--- config.mk ---
export PLATFORM = sky130hd
export DESIGN_NAME = tinyalu_core
export DESIGN_NICKNAME = d
export VERILOG_FILES = /design/src/rtl/tinyalu_pkg.sv /design/src/rtl/tinyalu_core.sv
export SDC_FILE = /design/constraint.sdc
export NUM_CORES = 1
export LEC_CHECK = 0
export CORE_UTILIZATION = 27
export CTS_CLUSTER_SIZE = 20
export DETAILED_ROUTE_END_ITERATION = 7
export GPL_TIMING_DRIVEN = 0
export PLACE_DENSITY = 0.51
export SETUP_SLACK_MARGIN = 0.2
export SLEW_MARGIN = 20
export SYNTH_ARGS = -nofsm -noshare
export SYNTH_HDL_FRONTEND = slang
export SYNTH_SLANG_ARGS = --single-unit
--- constraint.sdc ---
create_clock -name clk -period 5.1 [get_ports clk]
set_input_delay 0.51 -clock clk [delete_from_list [all_inputs] [get_ports clk]]
set_output_delay 0.51 -clock clk [all_outputs]
set_load 0.01 [all_outputs]
--- src/rtl/tinyalu_pkg.sv ---
// tinyalu_pkg: shared TinyALU opcode encoding.
package tinyalu_pkg;

  typedef enum logic [2:0] {
    no_op     = 3'b000,
    add_op    = 3'b001,
    and_op    = 3'b010,
    xor_op    = 3'b011,
    mul_op    = 3'b100,
    fun_op    = 3'b101,
    unused_op = 3'b110,
    rst_op    = 3'b111
  } operation_t;

endpackage

--- src/rtl/tinyalu_core.sv ---
// tinyalu_core: responder side of the TinyALU start/done protocol.
// add/and/xor complete one edge after acceptance; mul/fun complete after
// MUL_LAT/FUN_LAT edges using a down-counter with terminal-count compare.
// Optional macro TINYALU_ERR_EN adds the err output and makes opcode 110
// a one-cycle erroring op instead of a silent no_op.
//
// state | meaning
// IDLE  | waiting for start; operands latched on acceptance
// BUSY  | executing latched op; counter runs down to zero
// REARM | op finished; wait for start to drop before re-arming
module tinyalu_core
  import tinyalu_pkg::*;
#(
  parameter int WIDTH   = 8,
  parameter int MUL_LAT = 3,
  parameter int FUN_LAT = 4
) (
  input  logic               clk,
  input  logic               reset,
  input  logic               start,
  input  logic [2:0]         op,
  input  logic [WIDTH-1:0]   A,
  input  logic [WIDTH-1:0]   B,
  output logic               done,
  output logic               busy,
  output logic [2*WIDTH-1:0] result
`ifdef TINYALU_ERR_EN
  ,
  output logic               err
`endif
);

  localparam int RW = 2 * WIDTH;
  localparam logic [3:0] MUL_CNT = 4'(MUL_LAT - 1);
  localparam logic [3:0] FUN_CNT = 4'(FUN_LAT - 1);

  typedef enum logic [1:0] {
    IDLE  = 2'b00,
    BUSY  = 2'b01,
    REARM = 2'b10
  } state_t;

  state_t           state_q, state_d;
  logic [3:0]       cnt_q, cnt_d;
  operation_t       op_q, op_d;
  logic [WIDTH-1:0] a_q, a_d;
  logic [WIDTH-1:0] b_q, b_d;
  logic             done_q, done_d;
  logic             busy_q, busy_d;
  logic [RW-1:0]    result_q, result_d;
  logic             err_q, err_d;

  logic [RW-1:0] a_ext, b_ext;
  logic [RW-1:0] add_res, and_res, xor_res, mul_res, fun_res;
  operation_t    op_in;

  assign op_in   = operation_t'(op);
  assign a_ext   = RW'(a_q);
  assign b_ext   = RW'(b_q);
  assign add_res = a_ext + b_ext;
  assign and_res = a_ext & b_ext;
  assign xor_res = a_ext ^ b_ext;
  assign mul_res = a_ext * b_ext;
  assign fun_res = (a_ext * a_ext) + b_ext;

  // State, latched operands and registered outputs; reset wins over everything.
  always_ff @(posedge clk) begin
    if (reset) begin
      state_q  <= IDLE;
      cnt_q    <= 4'd0;
      op_q     <= no_op;
      a_q      <= '0;
      b_q      <= '0;
      done_q   <= 1'b0;
      busy_q   <= 1'b0;
      result_q <= '0;
      err_q    <= 1'b0;
    end else begin
      state_q  <= state_d;
      cnt_q    <= cnt_d;
      op_q     <= op_d;
      a_q      <= a_d;
      b_q      <= b_d;
      done_q   <= done_d;
      busy_q   <= busy_d;
      result_q <= result_d;
      err_q    <= err_d;
    end
  end

  // Next-state, counter and output computation.
  always_comb begin
    state_d  = state_q;
    cnt_d    = cnt_q;
    op_d     = op_q;
    a_d      = a_q;
    b_d      = b_q;
    done_d   = 1'b0;
    busy_d   = busy_q;
    result_d = result_q;
    err_d    = err_q;

    case (state_q)
      IDLE: begin
        if (start) begin
          op_d    = op_in;
          a_d     = A;
          b_d     = B;
          state_d = BUSY;
          // Single-cycle and non-computing ops pass through BUSY with a
          // zero count so every op resolves on the edge after acceptance.
          case (op_in)
            mul_op: begin
              cnt_d  = MUL_CNT;
              busy_d = 1'b1;
            end
            fun_op: begin
              cnt_d  = FUN_CNT;
              busy_d = 1'b1;
            end
            default: begin
              cnt_d  = 4'd0;
              busy_d = 1'b0;
            end
          endcase
        end
      end

      BUSY: begin
        if (cnt_q != 4'd0) begin
          cnt_d = cnt_q - 4'd1;
        end else begin
          state_d = REARM;
          busy_d  = 1'b0;
          case (op_q)
            add_op: begin
              result_d = add_res;
              done_d   = 1'b1;
              err_d    = 1'b0;
            end
            and_op: begin
              result_d = and_res;
              done_d   = 1'b1;
              err_d    = 1'b0;
            end
            xor_op: begin
              result_d = xor_res;
              done_d   = 1'b1;
              err_d    = 1'b0;
            end
            mul_op: begin
              result_d = mul_res;
              done_d   = 1'b1;
              err_d    = 1'b0;
            end
            fun_op: begin
              result_d = fun_res;
              done_d   = 1'b1;
              err_d    = 1'b0;
            end
            rst_op: begin
              result_d = '0;
            end
`ifdef TINYALU_ERR_EN
            unused_op: begin
              done_d = 1'b1;
              err_d  = 1'b1;
            end
`endif
            default: begin
            end
          endcase
        end
      end

      REARM: begin
        if (!start) begin
          state_d = IDLE;
        end
      end

      default: begin
        state_d = IDLE;
        busy_d  = 1'b0;
      end
    endcase
  end

  assign done   = done_q;
  assign busy   = busy_q;
  assign result = result_q;

`ifdef TINYALU_ERR_EN
  assign err = err_q;
`else
  logic unused_err;
  assign unused_err = err_q;
`endif

endmodule

Yosys cells after proc, flatten, opt, wreduce, memory -nomap -nowiden
Cells that the tools add are included.
Word-level totals
  flip-flop bits (word level): 43
  input bits: 22
  output and inout port bits: 18
  logic and storage cells: 58
Cells by class
  add/sub/neg operators: 3
  $mul: 2
  equal/unequal tests: 14
  muxes and demuxes: 14
  bitwise logic cells: 5
  reduce and logical (&&, ||, !) cells: 12
Operator list (count)
  $pmux W16 S6: 1
  $mul A8 B8 Y16: 2
  $add A16 B8 Y16: 1
  $eq A3 B3 Y1 const B: 5
  $reduce_and A3 Y1: 4
  $add A8 B8 Y9: 1
  $and A8 B8 Y8: 1
  $mux W4: 2
  $ne A2 B2 Y1 const B: 4
  $pmux W4 S2: 1
  $xor A8 B8 Y8: 1
  $eq A3 B2 Y1 const B: 2
  $mux W2: 3
  $pmux W2 S3: 1
  $reduce_bool A6 Y1: 1
  $reduce_or A5 Y1: 1
  $mux W1: 4
  $pmux W2 S2: 1
  $reduce_bool A4 Y1: 1
  $sub A4 B1 Y4 const B: 1
  $eq A3 B1 Y1 const B: 1
  $not A1 Y1: 3
  $pmux W1 S3: 1
  $reduce_or A3 Y1: 1
  other kinds (6): 6

Longest topological paths before layout
  depth after elaboration: 5
  gate-level depth with buffers: 17
  depth with buffers taken out: 17

Least setup slack after synthesis
No wires, ideal clock.
  path type: register -> register
  start: register a_q[4]
  end: register result_q[14], in the netlist result[14]
  setup time: 0.127 ns
  arrival: 4.337 ns
  data required time: 4.973 ns
  setup slack: 0.636 ns
  cell stages (with the launch flop): 17
  buffers on the path: 1
  period minus slack after synthesis: 4.464 ns
  cell sequence: dfxtp_1 -> clkbuf_1 -> nand2_1 -> fa_1 -> inv_1 -> fa_1 -> fa_1 -> inv_1 -> fa_1 -> inv_1 -> ha_1 -> a211oi_1 -> nor2_1 -> a221o_1 -> and4b_1 -> o21ai_0 -> a31oi_1
On the way
  word-level cells in the longest chain between the ends: 3
  elaborated cells on any way between the ends: 4
  classes of those cells: add/sub (1); mul (2); mux (1)
RTL lines
  from (decl): line tinyalu_core.sv:46  | logic [WIDTH-1:0] a_q, a_d;
  from (signal assigned): line tinyalu_core.sv:72  | a_q <= '0;
  from (signal assigned): line tinyalu_core.sv:82  | a_q <= a_d;
  $mul A8 B8 Y16: line tinyalu_core.sv:64  | assign fun_res = (a_ext * a_ext) + b_ext;
  $add A16 B8 Y16: line tinyalu_core.sv:64
  $pmux W16 S6 *: line tinyalu_core.sv:135  | case (op_q)
  to (signal assigned): line tinyalu_core.sv:86  | result_q <= result_d;
  to (decl): line tinyalu_core.sv:50  | logic [RW-1:0] result_q, result_d;
Mark *: on every way between the ends. The rest lies on a longest branch, timed or not.
A chain may end at the register's enable or synchronous reset.

Worst setup path after layout
  start: register a_q[0]
  end: register result_q[13], in the netlist result[13]
The elaborated chain is that of the path after synthesis.

==> impl_metrics.csv <==
group,metric,value,unit
logic_synthesis,ys.flop_type,"dfxtp_1",
logic_synthesis,syn_area_per_cell,8.26,µm²
placement,portBuffers,39,
clock_network,cts-root-buf,"clkbuf_16",
timing,period_share,0.921,
placement,dp_hpwl,14800,µm
timing,fmax,213,MHz
floorplanning,fp.dieArea,24100,µm²
logic_synthesis,async_flop_share,0,
finish,diodes,0,
finish,fin_util,0.325,
grt,grt_max_degree,14,
logic_synthesis,synthMuxAreaShare,0.0175,
floorplanning,initial_utilization,0.278,
logic_synthesis,synth_xor_area_frac,0.0359,
timing,slew_viol_final,0,
timing,hold_violations,0,
setup_path,path_class,"register to register",
finish,final_cell_mix,"inv_1 (126), nand2_1 (83), ha_1 (80), fa_1 (70), and2_1 (57)",
setup_path,cp.required,5280,ps
drt,drtIter0Drc,247,
clock_network,clk_latency,290,ps
logic_synthesis,synth_top_family_by_area,"adder cells",
logic_synthesis,synthDistinctLibCells,62,
drt,drc,0,
finish,areaGrowthSynthToFinish,17.0,%
drt,viasPerCell,4.67,
power_and_ir_drop,power_frac_comb,0.401,
timing,min_period,4700,ps
timing,rsz0062_at_grt,"no",
floorplanning,die_x,155,µm
floorplanning,die_h,155,µm
logic_synthesis,syn_nets,941,
clock_network,numClockSinks,43,
drt,wirelength,18500,µm
clock_network,clock_path_buffers,2,
timing,max_slew_margin,0.512,
power_and_ir_drop,seqPwrFrac,0.334,
setup_path,worst_setup_path_start_kind,"register",
logic_synthesis,synth.yosys.seq_area_share,0.136,
clock_network,clkSlewWorstSetupHoldPaths,70,ps
grt,gr-total-overflow,0,
timing,fin_worst_skew,5.44,ps
setup_path,critPathMaxStageDelay,560,ps
grt,grt_first_pass_wirelength,29500,µm
setup_path,slowest_stage,"fa_1",
power_and_ir_drop,irDropWorstVdd,0.000126,V
setup_path,crit_family,"adder cells",
power_and_ir_drop,switchingPower,0.496,mW
logic_synthesis,synth_adder_area_share,0.380,
setup_path,crit_arrival,4880,ps
grt,grt_pass1_vias,5263,
timing,finalSetupViolations,0,
drt,num_vias,5295,
clock_network,numCtsBuffers,5,
floorplanning,placementRows,55,
logic_synthesis,ys_warn_count,0,
clock_network,cts_tree,"yes",
grt,grt_use_total,0.159,
finish,mostFrequentLayoutCell,"inv_1",
logic_synthesis,synthSimpleGateAreaFrac,0.194,
drt,post_drt_wl_per_cell,16.3,µm
setup_path,crit_top_cell,"fa_1",
run,drv_cap,0,
logic_synthesis,synth_cells,768,
hold_path,holdCritPathClass,"register to register",
drt,drtAntennaViolNets,0,
setup_path,crit_path_cell_trace,"buf_4 > nand2_1 > fa_1 > fa_1 > inv_1 > fa_1 > inv_1 > fa_1 > inv_1 > ha_2 > o21ai_0 > o21bai_2 > buf_4 > a221oi_1 > xnor2_1 > a22oi_1 > o21ai_0",
power_and_ir_drop,clockPowerShare,0.266,
setup_path,path_buf_inv,5,
power_and_ir_drop,p_leak,3.40,nW
floorplanning,io_pins,40,
run_status,status,"completed",
placement,place_congestion,0.825,
setup_path,endpoint_kind,"register",
power_and_ir_drop,power.total,1.24,mW
finish,nNetsFinal,992,
grt,antenna_found_initial,0,
setup_path,critPathMaxFanout,10,
finish,drive_gt1_frac,0.0695,
logic_synthesis,netlist_area,6350,µm²
floorplanning,coreArea,22800,µm²
timing,tightest_slew,729,ps
power_and_ir_drop,intPower,0.745,mW
drt,dr.pass1.iters,5,
logic_synthesis,synth_edf_count,0,
power_and_ir_drop,power_switching_share,0.400,
timing,setup_tns,0,ps
logic_synthesis,synth_compound_area_frac,0.143,
clock_network,htreeDepth,2,
power_and_ir_drop,p_per_area,167,nW/µm²
logic_synthesis,synth_seq_cells,43,
## power groups by stage
stage | clock [mW] | sequential (mW) | combinational (mW)
after global placement | 0 | 0.421 | 0.487
after floorplan | 0 | 0.394 | 0.342
after detailed placement | 0 | 0.420 | 0.484
final | 0.330 | 0.414 | 0.498
after CTS | 0.338 | 0.414 | 0.494
after global routing | 0.355 | 0.418 | 0.563
## worst reg2reg max path: cells and delay by family (launching register included)
| family | cells | cell delay [ps] |
|---|---|---|
| adders and majority gates | 5 | 2560 |
| AOI/OAI and AO/OA | 5 | 760 |
| buffers and inverters | 5 | 550 |
| DFF | 1 | 440 |
| xor gates and xnor gates | 1 | 180 |
| and+or+nand+nor | 1 | 90 |
## per-layer routing
metal | part of all wire | vias up | track usage | wire length, µm
met2 | 0.47 | 81 | 0.271 | 8770
met3 | 0.028 | 17 | 0.0145 | 516
met1 | 0.48 | 2574 | 0.216 | 8870
met5 | 0 | - | 0 | 0
met4 | 0.020 | 0 | 0.0406 | 362
li1 | - | 2623 | - | -
## state kept, by name (all words and copies together), names as in the netlist
signal / flops
b_q: 8
a_q: 8
done: 1
cnt_q: 4
state_q: 2
op_q: 3
busy: 1
result: 16
## timing repair
item | in CTS | in global routing
pin swaps | 0 | 2
setup buffers | 0 | 5
hold buffers | 0 | 0
gates resized for setup | 23 | 29
endpoints found under the setup margin | 10 | 7
## cell families (layout without fill, tap and decap cells)
logic type                 Yosys count  after routing
AOI/OAI and AO/OA                  136            136
xor gates and xnor gates            26             26
adders and majority gates          151            151
buffers and inverters              151            203
DFF                                 43             43
muxes                               11             11
and+or+nand+nor                    250            250
## synthesized netlist by cell type (14+ instances only)
| cell type | number | share of area |
|---|---|---|
| ha_1 | 81 | 0.16 |
| inv_1 | 127 | 0.075 |
| nand2_1 | 83 | 0.049 |
| fa_1 | 70 | 0.22 |
| nor3_1 | 14 | 0.011 |
| a21oi_1 | 42 | 0.033 |
| dfxtp_1 | 43 | 0.14 |
| nor2_1 | 53 | 0.031 |
| and2_1 | 57 | 0.056 |
| clkbuf_1 | 16 | 0.0095 |
| o21ai_0 | 26 | 0.020 |
| xnor2_1 | 20 | 0.028 |
## final cells by class
class                           count  area (µm²)
Tap cell                          313         392
Buffer                             24         154
Timing Repair Buffer               44         428
Clock inverter                      2        12.5
Sequential cell                    43         887
Clock buffer                        6         129
Fill cell                        2493       15400
Inverter                          127         480
Multi-Input combinational cell    574        4940
## stage by stage
step                      instance area (µm²)  hold WS [ps]  cells  worst slack [ps]
final                                    7420           470   1133               401
after global routing                     7420           509   1133               192
after CTS                                7310           475   1128               145
after detailed placement                 7130           459   1120              -406
after global placement                   7130           459   1120              -425
after floorplan                          6350           484    768               636
## final timing paths
path / end / slack [ps] / depth (start not counted) / from
max: result[13]$_SDFFE_PP0P_ / 400 / 17 / a_q[0]$_SDFFE_PP0P_
min: result[10]$_SDFFE_PP0P_ / 470 / 2 / result[10]$_SDFFE_PP0P_
max reg2reg: result[13]$_SDFFE_PP0P_ / 400 / 17 / a_q[0]$_SDFFE_PP0P_
min reg2reg: result[10]$_SDFFE_PP0P_ / 470 / 2 / result[10]$_SDFFE_PP0P_
Note: power is estimated with default switching activity, not from simulation.
